### config.mk
export PLATFORM = sky130hd
export DESIGN_NAME = mshr_ctrl_flat
export DESIGN_NICKNAME = d
export VERILOG_FILES = /design/src/rtl/mshr_pkg.sv /design/src/rtl/mshr_if.sv /design/src/rtl/mshr_rr_arbiter.sv /design/src/rtl/mshr_ctrl.sv /design/src/flat_wrapper.sv
export SDC_FILE = /design/constraint.sdc
export NUM_CORES = 1
export LEC_CHECK = 0
export ABC_AREA = 1
export BUFFER_PORTS_ARGS = -buffer_cell sky130_fd_sc_hd__buf_2
export CORE_UTILIZATION = 26
export DETAILED_ROUTE_END_ITERATION = 16
export GPL_TIMING_DRIVEN = 0
export PLACE_DENSITY = 0.48
export SLEW_MARGIN = 25
export SYNTH_ARGS = -nofsm -noshare
export SYNTH_HDL_FRONTEND = slang
export SYNTH_SLANG_ARGS = --single-unit
### constraint.sdc
create_clock -name clk -period 3.45 [get_ports clk]
set_input_delay 0.345 -clock clk [delete_from_list [all_inputs] [get_ports clk]]
set_output_delay 0.345 -clock clk [all_outputs]
set_load 0.01 [all_outputs]
### src/rtl/mshr_pkg.sv
// Shared types and helpers for the MSHR controller.
//   entry_state_t : per-entry lifecycle IDLE -> ISSUE -> WAIT_RESP -> FILL -> IDLE
//   idx_w()       : entry index width for a given entry count
//   line_addr()   : clears the line-offset bits of a byte address
package mshr_pkg;

  typedef enum logic [1:0] {
    IDLE,
    ISSUE,
    WAIT_RESP,
    FILL
  } entry_state_t;

  function automatic int unsigned idx_w(input int unsigned entries);
    return (entries > 1) ? $clog2(entries) : 1;
  endfunction

  // Works on a 64-bit container; callers cast to their own address width.
  function automatic logic [63:0] line_addr(input logic [63:0] addr, input int unsigned off_w);
    return addr & ~((64'd1 << off_w) - 64'd1);
  endfunction

endpackage

### src/rtl/mshr_if.sv
// Bundle of the MSHR controller's handshake channels.
//   miss_*     : cache miss path into the controller
//   mem_req_*  : line requests out to memory
//   mem_resp_* : refill completions from memory (always accepted)
//   fill_*     : refill hand-back to the cache
// Modports: slave = the controller, master = the surrounding cache/memory side.
interface mshr_if #(
  parameter int unsigned ADDR_W  = 32,
  parameter int unsigned IDX_W   = 2,
  parameter int unsigned MERGE_W = 2
) ();

  logic               miss_valid;
  logic [ADDR_W-1:0]  miss_addr;
  logic               miss_ready;
  logic [IDX_W-1:0]   miss_id;
  logic               miss_merged;

  logic               mem_req_valid;
  logic               mem_req_ready;
  logic [ADDR_W-1:0]  mem_req_addr;
  logic [IDX_W-1:0]   mem_req_id;

  logic               mem_resp_valid;
  logic [IDX_W-1:0]   mem_resp_id;

  logic               fill_valid;
  logic               fill_ready;
  logic [IDX_W-1:0]   fill_id;
  logic [ADDR_W-1:0]  fill_addr;
  logic [MERGE_W-1:0] fill_merges;

  modport slave (
    input  miss_valid, miss_addr, mem_req_ready, mem_resp_valid, mem_resp_id, fill_ready,
    output miss_ready, miss_id, miss_merged, mem_req_valid, mem_req_addr, mem_req_id,
    output fill_valid, fill_id, fill_addr, fill_merges
  );

  modport master (
    output miss_valid, miss_addr, mem_req_ready, mem_resp_valid, mem_resp_id, fill_ready,
    input  miss_ready, miss_id, miss_merged, mem_req_valid, mem_req_addr, mem_req_id,
    input  fill_valid, fill_id, fill_addr, fill_merges
  );

endinterface

### src/rtl/mshr_rr_arbiter.sv
// N-way round-robin arbiter with advance enable.
//   req       : request vector
//   ack       : grant accepted this cycle; pointer moves past the winner only then
//   gnt_valid : some request is granted
//   gnt_idx   : granted index, held stable until ack
// N must be a power of two so the pointer wraps naturally.
module mshr_rr_arbiter
  import mshr_pkg::*;
#(
  parameter int unsigned N     = 4,
  parameter int unsigned IDX_W = idx_w(N)
) (
  input  logic             clk,
  input  logic             rst,
  input  logic [N-1:0]     req,
  input  logic             ack,
  output logic             gnt_valid,
  output logic [IDX_W-1:0] gnt_idx
);

  logic [IDX_W-1:0] ptr_q;
  logic             lock_q;
  logic [IDX_W-1:0] lock_idx_q;
  logic             pick_any;
  logic [IDX_W-1:0] pick_idx;
  logic [IDX_W-1:0] cand;

  always_comb begin
    pick_any = 1'b0;
    pick_idx = ptr_q;
    cand     = '0;
    for (int unsigned i = 0; i < N; i++) begin
      cand = ptr_q + IDX_W'(i);
      if (!pick_any && req[cand]) begin
        pick_any = 1'b1;
        pick_idx = cand;
      end
    end
  end

  // A presented-but-stalled grant is locked so newly arriving requests cannot
  // change it; the locked requester cannot drop its request without an ack.
  assign gnt_valid = lock_q | pick_any;
  assign gnt_idx   = lock_q ? lock_idx_q : pick_idx;

  always_ff @(posedge clk or negedge rst) begin
    if (!rst) begin
      ptr_q      <= '0;
      lock_q     <= 1'b0;
      lock_idx_q <= '0;
    end else if (gnt_valid && ack) begin
      ptr_q  <= gnt_idx + 1'b1;
      lock_q <= 1'b0;
    end else if (gnt_valid) begin
      lock_q     <= 1'b1;
      lock_idx_q <= gnt_idx;
    end
  end

endmodule

### src/rtl/mshr_ctrl.sv
// Miss-status controller: tracks up to ENTRIES outstanding line misses, merges
// secondary misses into in-flight entries, issues one memory request per primary
// miss and sequences refills back to the cache.
//   clk, rst : clock, asynchronous active-low reset
//   bus      : mshr_if.slave (miss, mem_req, mem_resp, fill channels)
//   full     : every entry is non-IDLE
//   resp_err : sticky; a response arrived for an entry not in WAIT_RESP
module mshr_ctrl
  import mshr_pkg::*;
#(
  parameter int unsigned ENTRIES = 4,
  parameter int unsigned ADDR_W  = 32,
  parameter int unsigned OFF_W   = 4,
  parameter int unsigned MERGE_W = 2
) (
  input  logic  clk,
  input  logic  rst,
  mshr_if.slave bus,
  output logic  full,
  output logic  resp_err
);

  localparam int unsigned      IDX_W   = idx_w(ENTRIES);
  localparam logic [MERGE_W-1:0] CNT_MAX = '1;

  entry_state_t       state_q [ENTRIES];
  logic [ADDR_W-1:0]  addr_q  [ENTRIES];
  logic [MERGE_W-1:0] cnt_q   [ENTRIES];
  logic               resp_err_q;

  logic [ADDR_W-1:0]  miss_line;
  logic [ENTRIES-1:0] idle_vec, issue_vec, match_vec;
  logic               match_any, free_any, can_merge, fill_any;
  logic [IDX_W-1:0]   match_idx, free_idx, fill_idx, gnt_idx;
  logic               gnt_valid, miss_hs, issue_hs, fill_hs;

  assign miss_line = ADDR_W'(line_addr(64'(bus.miss_addr), OFF_W));

  always_comb begin
    idle_vec  = '0;
    issue_vec = '0;
    match_vec = '0;
    for (int unsigned i = 0; i < ENTRIES; i++) begin
      idle_vec[i]  = (state_q[i] == IDLE);
      issue_vec[i] = (state_q[i] == ISSUE);
      match_vec[i] = (state_q[i] != IDLE) && (addr_q[i] == miss_line);
    end
  end

  // At most one live entry can hold a given line, so match_idx is unambiguous.
  always_comb begin
    match_any = 1'b0;
    match_idx = '0;
    free_any  = 1'b0;
    free_idx  = '0;
    fill_any  = 1'b0;
    fill_idx  = '0;
    for (int i = ENTRIES - 1; i >= 0; i--) begin
      if (match_vec[i]) begin
        match_any = 1'b1;
        match_idx = IDX_W'(i);
      end
      if (idle_vec[i]) begin
        free_any = 1'b1;
        free_idx = IDX_W'(i);
      end
      if (state_q[i] == FILL) begin
        fill_any = 1'b1;
        fill_idx = IDX_W'(i);
      end
    end
    // Merges only while the refill is still outstanding; a FILL match stalls.
    can_merge = match_any && (state_q[match_idx] inside {ISSUE, WAIT_RESP})
                && (cnt_q[match_idx] != CNT_MAX);
  end

  assign bus.miss_ready  = match_any ? can_merge : free_any;
  assign bus.miss_merged = match_any;
  assign bus.miss_id     = match_any ? match_idx : free_idx;
  assign miss_hs         = bus.miss_valid && bus.miss_ready;

  mshr_rr_arbiter #(
    .N     (ENTRIES),
    .IDX_W (IDX_W)
  ) u_issue_arb (
    .clk       (clk),
    .rst       (rst),
    .req       (issue_vec),
    .ack       (bus.mem_req_ready),
    .gnt_valid (gnt_valid),
    .gnt_idx   (gnt_idx)
  );

  assign bus.mem_req_valid = gnt_valid;
  assign bus.mem_req_id    = gnt_idx;
  assign bus.mem_req_addr  = addr_q[gnt_idx];
  assign issue_hs          = gnt_valid && bus.mem_req_ready;

  assign bus.fill_valid  = fill_any;
  assign bus.fill_id     = fill_idx;
  assign bus.fill_addr   = addr_q[fill_idx];
  assign bus.fill_merges = cnt_q[fill_idx];
  assign fill_hs         = fill_any && bus.fill_ready;

  assign full     = ~|idle_vec;
  assign resp_err = resp_err_q;

  always_ff @(posedge clk or negedge rst) begin
    if (!rst) begin
      for (int unsigned i = 0; i < ENTRIES; i++) begin
        state_q[i] <= IDLE;
        addr_q[i]  <= '0;
        cnt_q[i]   <= '0;
      end
      resp_err_q <= 1'b0;
    end else begin
      for (int unsigned i = 0; i < ENTRIES; i++) begin
        unique case (state_q[i])
          IDLE: begin
            if (miss_hs && !match_any && (free_idx == IDX_W'(i))) begin
              state_q[i] <= ISSUE;
              addr_q[i]  <= miss_line;
              cnt_q[i]   <= '0;
            end
          end
          ISSUE: begin
            if (issue_hs && (gnt_idx == IDX_W'(i))) state_q[i] <= WAIT_RESP;
          end
          WAIT_RESP: begin
            if (bus.mem_resp_valid && (bus.mem_resp_id == IDX_W'(i))) state_q[i] <= FILL;
          end
          FILL: begin
            if (fill_hs && (fill_idx == IDX_W'(i))) begin
              state_q[i] <= IDLE;
              cnt_q[i]   <= '0;
            end
          end
          default: state_q[i] <= IDLE;
        endcase
        // A merge landing in the same cycle as the response is still counted.
        if (miss_hs && match_any && (match_idx == IDX_W'(i))) cnt_q[i] <= cnt_q[i] + 1'b1;
      end
      if (bus.mem_resp_valid && (state_q[bus.mem_resp_id] != WAIT_RESP)) resp_err_q <= 1'b1;
    end
  end

endmodule

### src/flat_wrapper.sv
// flat-port wrapper written by rule: the top's interface ports become plain ports
module mshr_ctrl_flat import mshr_pkg::*;
#(
  parameter int unsigned ENTRIES = 4,
  parameter int unsigned ADDR_W  = 32,
  parameter int unsigned OFF_W   = 4,
  parameter int unsigned MERGE_W = 2
)
  (clk, rst, full, resp_err, bus_miss_valid, bus_miss_addr, bus_mem_req_ready, bus_mem_resp_valid, bus_mem_resp_id, bus_fill_ready, bus_miss_ready, bus_miss_id, bus_miss_merged, bus_mem_req_valid, bus_mem_req_addr, bus_mem_req_id, bus_fill_valid, bus_fill_id, bus_fill_addr, bus_fill_merges);
  mshr_if #(.ADDR_W(ADDR_W), .IDX_W(2), .MERGE_W(MERGE_W)) bus_i ();
  input  logic clk;
  input  logic rst;
  output logic full;
  output logic resp_err;
  input wire logic [$bits(bus_i.miss_valid)-1:0] bus_miss_valid;
  input wire logic [$bits(bus_i.miss_addr)-1:0] bus_miss_addr;
  input wire logic [$bits(bus_i.mem_req_ready)-1:0] bus_mem_req_ready;
  input wire logic [$bits(bus_i.mem_resp_valid)-1:0] bus_mem_resp_valid;
  input wire logic [$bits(bus_i.mem_resp_id)-1:0] bus_mem_resp_id;
  input wire logic [$bits(bus_i.fill_ready)-1:0] bus_fill_ready;
  output wire logic [$bits(bus_i.miss_ready)-1:0] bus_miss_ready;
  output wire logic [$bits(bus_i.miss_id)-1:0] bus_miss_id;
  output wire logic [$bits(bus_i.miss_merged)-1:0] bus_miss_merged;
  output wire logic [$bits(bus_i.mem_req_valid)-1:0] bus_mem_req_valid;
  output wire logic [$bits(bus_i.mem_req_addr)-1:0] bus_mem_req_addr;
  output wire logic [$bits(bus_i.mem_req_id)-1:0] bus_mem_req_id;
  output wire logic [$bits(bus_i.fill_valid)-1:0] bus_fill_valid;
  output wire logic [$bits(bus_i.fill_id)-1:0] bus_fill_id;
  output wire logic [$bits(bus_i.fill_addr)-1:0] bus_fill_addr;
  output wire logic [$bits(bus_i.fill_merges)-1:0] bus_fill_merges;
  assign bus_i.miss_valid = bus_miss_valid;
  assign bus_i.miss_addr = bus_miss_addr;
  assign bus_i.mem_req_ready = bus_mem_req_ready;
  assign bus_i.mem_resp_valid = bus_mem_resp_valid;
  assign bus_i.mem_resp_id = bus_mem_resp_id;
  assign bus_i.fill_ready = bus_fill_ready;
  assign bus_miss_ready = bus_i.miss_ready;
  assign bus_miss_id = bus_i.miss_id;
  assign bus_miss_merged = bus_i.miss_merged;
  assign bus_mem_req_valid = bus_i.mem_req_valid;
  assign bus_mem_req_addr = bus_i.mem_req_addr;
  assign bus_mem_req_id = bus_i.mem_req_id;
  assign bus_fill_valid = bus_i.fill_valid;
  assign bus_fill_id = bus_i.fill_id;
  assign bus_fill_addr = bus_i.fill_addr;
  assign bus_fill_merges = bus_i.fill_merges;
  mshr_ctrl #(.ENTRIES(ENTRIES), .ADDR_W(ADDR_W), .OFF_W(OFF_W), .MERGE_W(MERGE_W)) u_core (.clk(clk), .rst(rst), .bus(bus_i), .full(full), .resp_err(resp_err));
endmodule
==> metrics.csv, run 1 <==
metric;value;unit
status;complete, but fails checks;
violations;setup timing;
clock-sinks;134;
clk_pin_slew;60;ps
drive_gt1_share;23.9;%
track_usage;23.4;%
critical_path_class;register to primary output;
grt_start_max_net_pins;80;
antenna-diode-count;0;
dpl_cell_area;10800;sq um
stdcell_area;12600;sq um
clock_skew;13.6;ps
hold_path_class;input port to register;
fp.dieW;194;um
critical_path.max_fanout;7;
reg2reg_depth;23;
first_pass_iters;6;
worst_pin_slew;870;ps
regToRegStartpoint;u_core.state_q[7];
drv_slew;0;
final_net_count;1687;
hold_ws;165;ps
worstPathRequired;3110;ps
synth_ff_type;dfrtp_1;
synth_top_area_share;34.9;%
grt_overflow;0;
antenna_found_initial;0;
drc;0;
hold_viol_final;0;
ios;118;
cts-root-buf;clkbuf_16;
relSlewSlack;42.0;%
worstSkewPairLatency;450;ps
period_share;102;%
cp-endpoint;bus_mem_req_addr[21];
ant_nets;0;
ys_warn_count;0;
htreeDepth;4;
tritoncts;yes;
rrSetupSlack;140;ps
drt-total-wl;44.8;mm
cp-startpoint;u_core.state_q[7];
syn_to_final_growth;30.9;%
num_rows;70;
netlist_instances;1457;
wl_per_cell;21.3;um
dr.first_iter.drc_count;1084;
rsz0062_at_grt;yes;
hpwl;30.8;mm
clock.fmax;0.284;GHz
core_area;36500;sq um
netlist.top_cell.by_area;dfrtp_1;
cts.path.max_buffers;2;
hold_depth;2;
setup_slack;-69.5;ps
critPathCaptureType;primary output;
period_needed;3520;ps
cp-start-kind;register;
synth_area_leaders;dfrtp_1 (35%), nand2_1 (18%), o21ai_0 (11%);
grt_pass1_vias;10300;
finalSetupViolations;20;
die_area;37700;sq um
grt_pass1_wl;65.7;mm
synthArstFlopShare;100;%
die_h;194;um
cts-buffers-inserted;17;
instances_no_fill;2107;
ys_seq_area_share;34.9;%
vias;11000;
synth_edf_count;0;
syn_area;9610;sq um
r2r_end;u_core.state_q[6];
place.gp.congestion;0.935;
syn_area_per_cell;6.60;sq um
viasPerCell;5.22;
cap_viol_max_count;0;
ys_seq_elements;134;
initial_core_util;26.3;%
netlist-cell-type-count;45;
dp_cells;2032;
worstPathArrival;3170;ps
port_buffers;99;
==> layout make-up <==
cell class,count,area [sq um]
Multi-Input combinational cell,1092,5750
Fill cell,3939,23900
Sequential cell,134,3360
Clock inverter,13,215
Inverter,163,617
Timing Repair Buffer,149,1020
Buffer,70,596
Clock buffer,18,439
Tap cell,468,586
==> per-stage QoR <==
stage | setup slack, ps | util [%] | TNS, ps
floorplan | 437 | - | 0
global placement | -527 | 29.4 | -55260
detailed placement | -545 | 29.5 | -24640
CTS | -25.2 | 33.1 | -45.4
global route | -265 | 34.4 | -6150
finish | -69.5 | 34.4 | -898
==> worst min-delay path by stage <==
stage | to | slack [ps] | startpoint
6_report | u_core.u_issue_arb.lock_q | 170 | bus_mem_req_ready
5_1_grt | u_core.addr_q[84] | 160 | bus_miss_addr[20]
4_1_cts | u_core.u_issue_arb.lock_q | 150 | bus_mem_req_ready
3_5_place_dp | u_core.state_q[6] | 330 | rst
3_3_place_gp | u_core.resp_err | 440 | u_core.resp_err
2_1_floorplan | u_core.addr_q[100] | 50 | rst
==> kinds of logic after synthesis <==
kind of cell	count (synthesis)	share of synthesized area (%)
DFF	134	34.9
buffers and inverters	238	10.3
xor gates and xnor gates	31	2.90
and+or+nand+nor	662	28.6
other	1	0.0390
adders and majority gates	20	2.60
AOI/OAI and AO/OA	371	20.7
==> critical path: stages (launching register included) <==
cell and delay [ps]:
dfrtp_2 400, inv_2 90, ha_4 150, inv_4 40, nand2_2 50, o21ai_2 60, nand2_1 80, o21ai_2 80
buf_4 140, buf_4 120, buf_4 120, o21ai_1 130, xor2_1 160, nand2_1 100, o21ai_4 190, clkbuf_16 280
clkbuf_16 160, nand2_1 60, a21oi_2 150, buf_2 150
==> registers in the layout (all words and copies together) (netlist names) <==
register and cells:
u_core.addr_q 112, u_core.cnt_q 8, u_core.state_q 8, u_core.u_issue_arb.lock_idx_q 2, u_core.u_issue_arb.ptr_q 2, u_core.resp_err 1, u_core.u_issue_arb.lock_q 1
==> metal layers <==
layer  part of all wire, %  GRT usage, %
met3                   7.6          4.52
met1                    45          32.6
met4                   3.3          8.32
met2                    44          36.0
met5                     0             0
==> timing repair <==
action                     4_1_cts  5_1_grt
resized for setup              147       97
gates cloned                     1        4
setup endpoints to repair      131      105
buffers inserted                31       12
hold endpoints to repair        55        0
pin swaps                       13       19
hold buffers                     1        0
==> cell usage after synthesis (2+ instances only) <==
master / number
a21oi_1: 101
a22oi_1: 2
a31oi_1: 17
and2_0: 2
buf_1: 2
buf_2: 15
buf_4: 17
clkbuf_1: 37
clkbuf_2: 3
dfrtp_1: 134
ha_1: 20
inv_1: 143
inv_2: 20
nand2_1: 451
nand2_2: 5
nand2_4: 4
nand3_1: 67
nand3_4: 2
nand3b_1: 2
nand4_1: 17
nor2_1: 100
nor2_4: 2
nor3_1: 5
o2111ai_1: 8
o211ai_1: 4
o21ai_0: 203
o21ai_1: 8
o221ai_1: 6
o22ai_1: 16
xnor2_1: 21
xor2_1: 9
==> cell usage in the layout (no fill, tap or decap), drive strengths merged, types with 4 or more instances in the layout <==
cell type,count
a31oi,17
conb,8
nand3,69
o2111ai,8
bufinv,5
o221ai,6
dfrtp,134
clkbuf,52
buf,184
nor2,103
o211ai,4
a21oi,102
ha,20
nand4,18
o22ai,16
xnor2,22
o21ai,212
inv,168
nand2,460
xor2,9
nor3,5
Power of run 1 is not shown: default switching activity piles up to over one toggle a cycle in this logic, so the estimate is an artifact.
==> inputs of run 2 (changes only) <==
--- a/config.mk
+++ b/config.mk
@@ -6,11 +6,11 @@
 export NUM_CORES = 1
 export LEC_CHECK = 0
 export ABC_AREA = 1
-export BUFFER_PORTS_ARGS = -buffer_cell sky130_fd_sc_hd__buf_2
 export CORE_UTILIZATION = 26
 export DETAILED_ROUTE_END_ITERATION = 16
+export DONT_BUFFER_PORTS = 1
 export GPL_TIMING_DRIVEN = 0
-export PLACE_DENSITY = 0.48
+export PLACE_DENSITY = 0.45
 export SLEW_MARGIN = 25
 export SYNTH_ARGS = -nofsm -noshare
 export SYNTH_HDL_FRONTEND = slang
==> constraint.sdc (replaced) <==
create_clock -name clk -period 3.7 [get_ports clk]
set_input_delay 0.37 -clock clk [delete_from_list [all_inputs] [get_ports clk]]
set_output_delay 0.37 -clock clk [all_outputs]
set_load 0.01 [all_outputs]
==> run 2 against run 1 <==
Effect of this change: utilization is 2.7 points lower; worst hold slack lost 130 ps; cell count down 6.0%; critical path depth is 10 lower; clock skew fell by 0.74 ps; worst setup slack gained 110 ps; global-route usage rose by 0.27 points; first-iteration DRC count decreased by 8.6%; largest cell class unchanged; the run now ends clean.
==> metrics.csv, run 2 (synthesis gave the netlist of run 1 again) <==
metric;value;unit;change
status;completed;;
core_area;36500;sq um;unchanged
critical_path.top_delay_family;buffers and inverters;;
fp.dieW;194;um;unchanged
critPathCaptureType;primary output;;
mostFrequentLayoutCells;nand2_1 (448), o21ai_0 (191), inv_1 (137);;
first_pass_iters;5;;-1
final_core_util;31.7;%;-2.7 points
clock.fmax;0.273;GHz;
drc;0;;unchanged
hold_path_class;input port to register;;
reg_top3;u_core.addr_q: 112 flops, u_core.cnt_q: 8 flops, u_core.state_q: 8 flops;;
rsz0062_at_grt;yes;;
crit_path_frequent_cell;clkbuf_2;;
grt_pass1_vias;10100;;-2.0%
ios;118;;unchanged
critical_path_class;register to primary output;;
relSlewSlack;35.3;%;-6.7 points
antenna_found_initial;0;;unchanged
die_h;194;um;unchanged
finalSetupViolations;0;;-100%
cts.path.max_buffers;2;;unchanged
cp_cell_sequence;buf_4 > ha_1 > nor2_2 > inv_1 > nor2_4 > nand2_1 > clkbuf_2 > clkbuf_2 > o221ai_1;;
largest_reg_flops;112;;unchanged
clock_skew;12.8;ps;-0.743 ps
critical-path-max-stage-delay;500;ps;+100 ps
grt_pass1_wl;65.8;mm;+0.13%
hold_viol_final;0;;unchanged
dr.first_iter.drc_count;991;;-8.6%
viasPerCell;5.24;;+0.36%
wl_per_cell;22.5;um;+5.7%
top_register;u_core.addr_q;;
cp-start-kind;register;;
drv_slew;0;;unchanged
ant_nets;0;;unchanged
cap_viol_max_count;0;;unchanged
clk_pin_slew;70;ps;about the same
die_area;37700;sq um;unchanged
drive_gt1_share;14.7;%;-9.1 points
initial_core_util;26.3;%;unchanged
antenna-diode-count;0;;unchanged
tritoncts;yes;;
vias;10400;;-5.7%
cts-root-buf;clkbuf_16;;
worstSkewPairLatency;460;ps;about the same
final_net_count;1559;;-7.6%
worstPathArrival;3290;ps;+120 ps
track_usage;23.7;%;+0.27 points
period_share;99.0;%;
final_common_cell;nand2_1;;
cts-buffers-inserted;17;;unchanged
syn_to_final_growth;20.6;%;
worst_pin_slew;970;ps;+100 ps
num-fill-cells;3986;;+1.2%
worstPathRequired;3330;ps;+220 ps
clock-sinks;134;;unchanged
critical_path.max_fanout;10;;+3
port_buffers;0;;-100%
place.gp.congestion;0.907;;-3.0%
grt_start_max_net_pins;135;;+69%
num_rows;70;;unchanged
period_needed;3660;ps;
drt-total-wl;44.5;mm;-0.70%
htreeDepth;4;;unchanged
hpwl;31.2;mm;+1.4%
grt_overflow;0;;unchanged
slowest_stage;o221ai_1;;
crit_buf_inv;4;;-4
run 2: cell count changes in the layout (fill, tap and decap cells not counted), sizes merged:
| cell | previous run | this run |
|---|---|---|
| clkinv | 2 | 1 |
| bufinv | 5 | 4 |
| dlygate4sd3 | 1 | 2 |
| inv | 168 | 171 |
| buf | 184 | 55 |
run 2: timing repair:
item | 4_1_cts | 5_1_grt
hold endpoints to repair | 135 | 0
gates resized for setup | 91 | 81
setup buffers | 0 | 12
hold buffers | 3 | 0
pin swaps | 1 | 9
setup endpoints to repair | 68 | 117
gates cloned | 0 | 2
run 2: stage by stage:
stage          std cells  worst slack (ps)  hold slack, ps  TNS (ps)  instance area (sq um)
5_1_grt             1980             -93.4            33.9     -1710                  11600
6_report            1980              37.9            33.5         0                  11600
2_1_floorplan       1464               687            74.4         0                   9640
4_1_cts             1967             0.272            23.7         0                  11200
3_5_place_dp        1932              -320            81.5     -9860                  10200
3_3_place_gp        1932              -285            82.7     -8320                  10200
run 2: layout make-up:
type                            instances  area (sq um)  share of cell area [%]
Multi-Input combinational cell       1092          5690                    49.1
Sequential cell                       134          3360                    29.0
Inverter                              163           612                    5.28
Tap cell                              468           586                    5.05
Buffer                                 74           517                    4.46
Clock buffer                           18           439                    3.79
Clock inverter                         14           209                    1.80
Timing Repair Buffer                   17           180                    1.55
run 2: worst paths after layout:
path / from / to / slack, ps / cells after the start
setup / recovery: u_core.state_q[7] / bus_fill_addr[4] / 40 / 9
hold / removal: bus_miss_addr[17] / u_core.addr_q[81] / 30 / 2
setup reg to reg: u_core.state_q[6] / u_core.addr_q[85] / 270 / 15
hold reg to reg: u_core.addr_q[29] / u_core.addr_q[29] / 490 / 2
max in group asynchronous: rst / u_core.addr_q[54] / 2420 / 2
min in group asynchronous: rst / u_core.state_q[7] / 460 / 2
run 2: per-layer routing:
| metal | track usage, % | routed length [um] | up-vias | part of all wire, % |
|---|---|---|---|---|
| li1 | - | - | 4828 | - |
| met3 | 6.09 | 3630 | 88 | 8.1 |
| met2 | 36.6 | 19700 | 447 | 44 |
| met1 | 31.6 | 19500 | 5018 | 44 |
| met5 | 0 | 0 | - | 0 |
| met4 | 9.26 | 1640 | 0 | 3.7 |
Power of run 2 is left out for the same reason.
==> inputs of run 3 (changes only) <==
--- a/config.mk
+++ b/config.mk
@@ -10,6 +10,7 @@
 export DETAILED_ROUTE_END_ITERATION = 16
 export DONT_BUFFER_PORTS = 1
 export GPL_TIMING_DRIVEN = 0
+export MAX_ROUTING_LAYER = met4
 export PLACE_DENSITY = 0.45
 export SLEW_MARGIN = 25
 export SYNTH_ARGS = -nofsm -noshare
==> run 3 against run 2 <==
Effect of this change: critical path depth is the same; non-clock buffer count rose by 1; clock skew is 0.69 ps lower; maximum frequency increased by 0.40%; flip-flop and latch count stayed put; sequential share of layout area about the same; register-to-register slack about the same; worst hold slack barely moved; cell count about the same; count of clock-buffer cells in the layout unchanged; global-route usage increased by 0.73 points; wire length hardly changed; largest cell class unchanged.
==> metrics.csv, run 3 (synthesis gave the netlist of run 1 again) <==
metric;value;unit;change
status;completed;;
r2r_end;u_core.addr_q[85];;
period_share;98.6;%;-0.39 points
drv_slew;0;;unchanged
die_area;37700;sq um;unchanged
antenna-diode-count;0;;unchanged
cts-buffers-inserted;17;;unchanged
cp_cell_sequence;buf_12 > ha_1 > nor2_2 > inv_1 > nor2_4 > nand2_1 > clkbuf_2 > clkbuf_2 > o221ai_1;;
drive_gt1_share;14.7;%;-0.076 points
clock-sinks;134;;unchanged
crit_path_frequent_cell;clkbuf_2;;
dp_cells;1932;;unchanged
cp-startpoint;u_core.state_q[7];;
crit_buf_inv;4;;unchanged
wl_per_cell;22.5;um;about the same
finalSetupViolations;0;;unchanged
port_buffers;0;;unchanged
grt_overflow;0;;unchanged
grt_start_max_net_pins;135;;unchanged
ant_nets;0;;unchanged
reg_top3;u_core.addr_q: 112 flops, u_core.cnt_q: 8 flops, u_core.state_q: 8 flops;;
critPathCaptureType;primary output;;
worstSkewPairLatency;460;ps;about the same
mostFrequentLayoutCells;nand2_1 (449), o21ai_0 (191), inv_1 (138);;
syn_to_final_growth;20.5;%;about the same
critical_path.max_fanout;10;;unchanged
first_pass_iters;5;;unchanged
track_usage;24.5;%;+0.73 points
tritoncts;yes;;
cap_viol_max_count;0;;unchanged
dpl_cell_area;10200;sq um;unchanged
rsz0062_at_grt;yes;;
fp.dieW;194;um;unchanged
final_net_count;1560;;+0.064%
grt_pass1_vias;10100;;-0.049%
cp_num_cells;9;;unchanged
instances_no_fill;1981;;+0.051%
core_area;36500;sq um;unchanged
drt-total-wl;44.5;mm;about the same
worstPathRequired;3330;ps;about the same
final_common_cell;nand2_1;;
regToRegStartpoint;u_core.state_q[6];;
relSlewSlack;34.3;%;-1.0 points
reg2reg_depth;15;;unchanged
vias;10400;;-0.039%
cp-start-kind;register;;
place.gp.congestion;0.922;;+1.7%
hpwl;31.2;mm;unchanged
cts-root-buf;clkbuf_16;;
grt_pass1_wl;65.8;mm;about the same
hold_ws;33.7;ps;+0.120 ps
stdcell_area;11600;sq um;about the same
htreeDepth;4;;unchanged
num_rows;70;;unchanged
rrSetupSlack;280;ps;about the same
antenna_found_initial;0;;unchanged
initial_core_util;26.3;%;unchanged
dr.first_iter.drc_count;1007;;+1.6%
final_core_util;31.7;%;about the same
critical_path.top_delay_family;buffers and inverters;;
slowest_stage;o221ai_1;;
critical_path_class;register to primary output;;
cts.path.max_buffers;2;;unchanged
period_needed;3650;ps;-14.5 ps
worst_pin_slew;986;ps;+15.2 ps
worstPathArrival;3280;ps;about the same
viasPerCell;5.24;;about the same
clock.fmax;0.274;GHz;+0.40%
clk_pin_slew;70;ps;about the same
clock_skew;12.1;ps;-0.686 ps
hold_path_class;input port to register;;
largest_reg_flops;112;;unchanged
die_h;194;um;unchanged
cp-endpoint;bus_fill_addr[4];;
hold_viol_final;0;;unchanged
critical-path-max-stage-delay;500;ps;about the same
ios;118;;unchanged
drc;0;;unchanged
top_register;u_core.addr_q;;
## run 3: stage by stage
stage	setup TNS, ps	setup WS, ps
finish	0	52.3
global route	-1200	-88.2
detailed placement	-9860	-320
floorplan	0	687
global placement	-8320	-285
CTS	0	0.272
## run 3: cell type report
cell class              count  area (sq um)
fillers                  3988         24900
multi-input cells        1092          5680
flip-flops and latches    134          3360
inverters                 163           612
well taps                 468           586
plain buffers              74           507
clock buffers              18           439
clock inverters            14           209
repair buffers             18           188
## run 3: how the worst min path moves through the flow
stage               cells past startpoint                 end  slack (ps)               from
floorplan                               0  u_core.addr_q[100]          70                rst
global placement                        0     u_core.cnt_q[7]          80                rst
detailed placement                      0     u_core.resp_err          80                rst
CTS                                     2   u_core.addr_q[75]          20  bus_miss_addr[11]
global route                            2   u_core.addr_q[81]          30  bus_miss_addr[17]
finish                                  2   u_core.addr_q[75]          30  bus_miss_addr[11]
## run 3: repair_timing
item	in CTS	in global routing
cloned	0	2
buffers inserted	0	13
gates resized for setup	91	77
pin swaps	1	11
hold endpoints to repair	135	0
hold buffers	3	0
setup endpoints to repair	68	119
## run 3: routing by layer
| metal | GRT usage [%] | up-vias | wire, um | share of wire, % |
|---|---|---|---|---|
| met2 | 36.8 | 449 | 19900 | 45 |
| met3 | 5.76 | 77 | 3530 | 7.9 |
| met5 | - | - | 0 | 0 |
| met4 | 9.05 | 0 | 1500 | 3.4 |
| li1 | - | 4836 | - | - |
| met1 | 31.7 | 5015 | 19600 | 44 |
## run 3: worst register-to-register path, delay by kind of cell, from the launching register on
kind	cells	cell delay, ps
buffers and inverters	4	1110
adders and majority gates	1	330
AOI/OAI and AO/OA	2	270
and+or+nand+nor	8	1100
DFF	1	470
Power of run 3 is left out for the same reason.
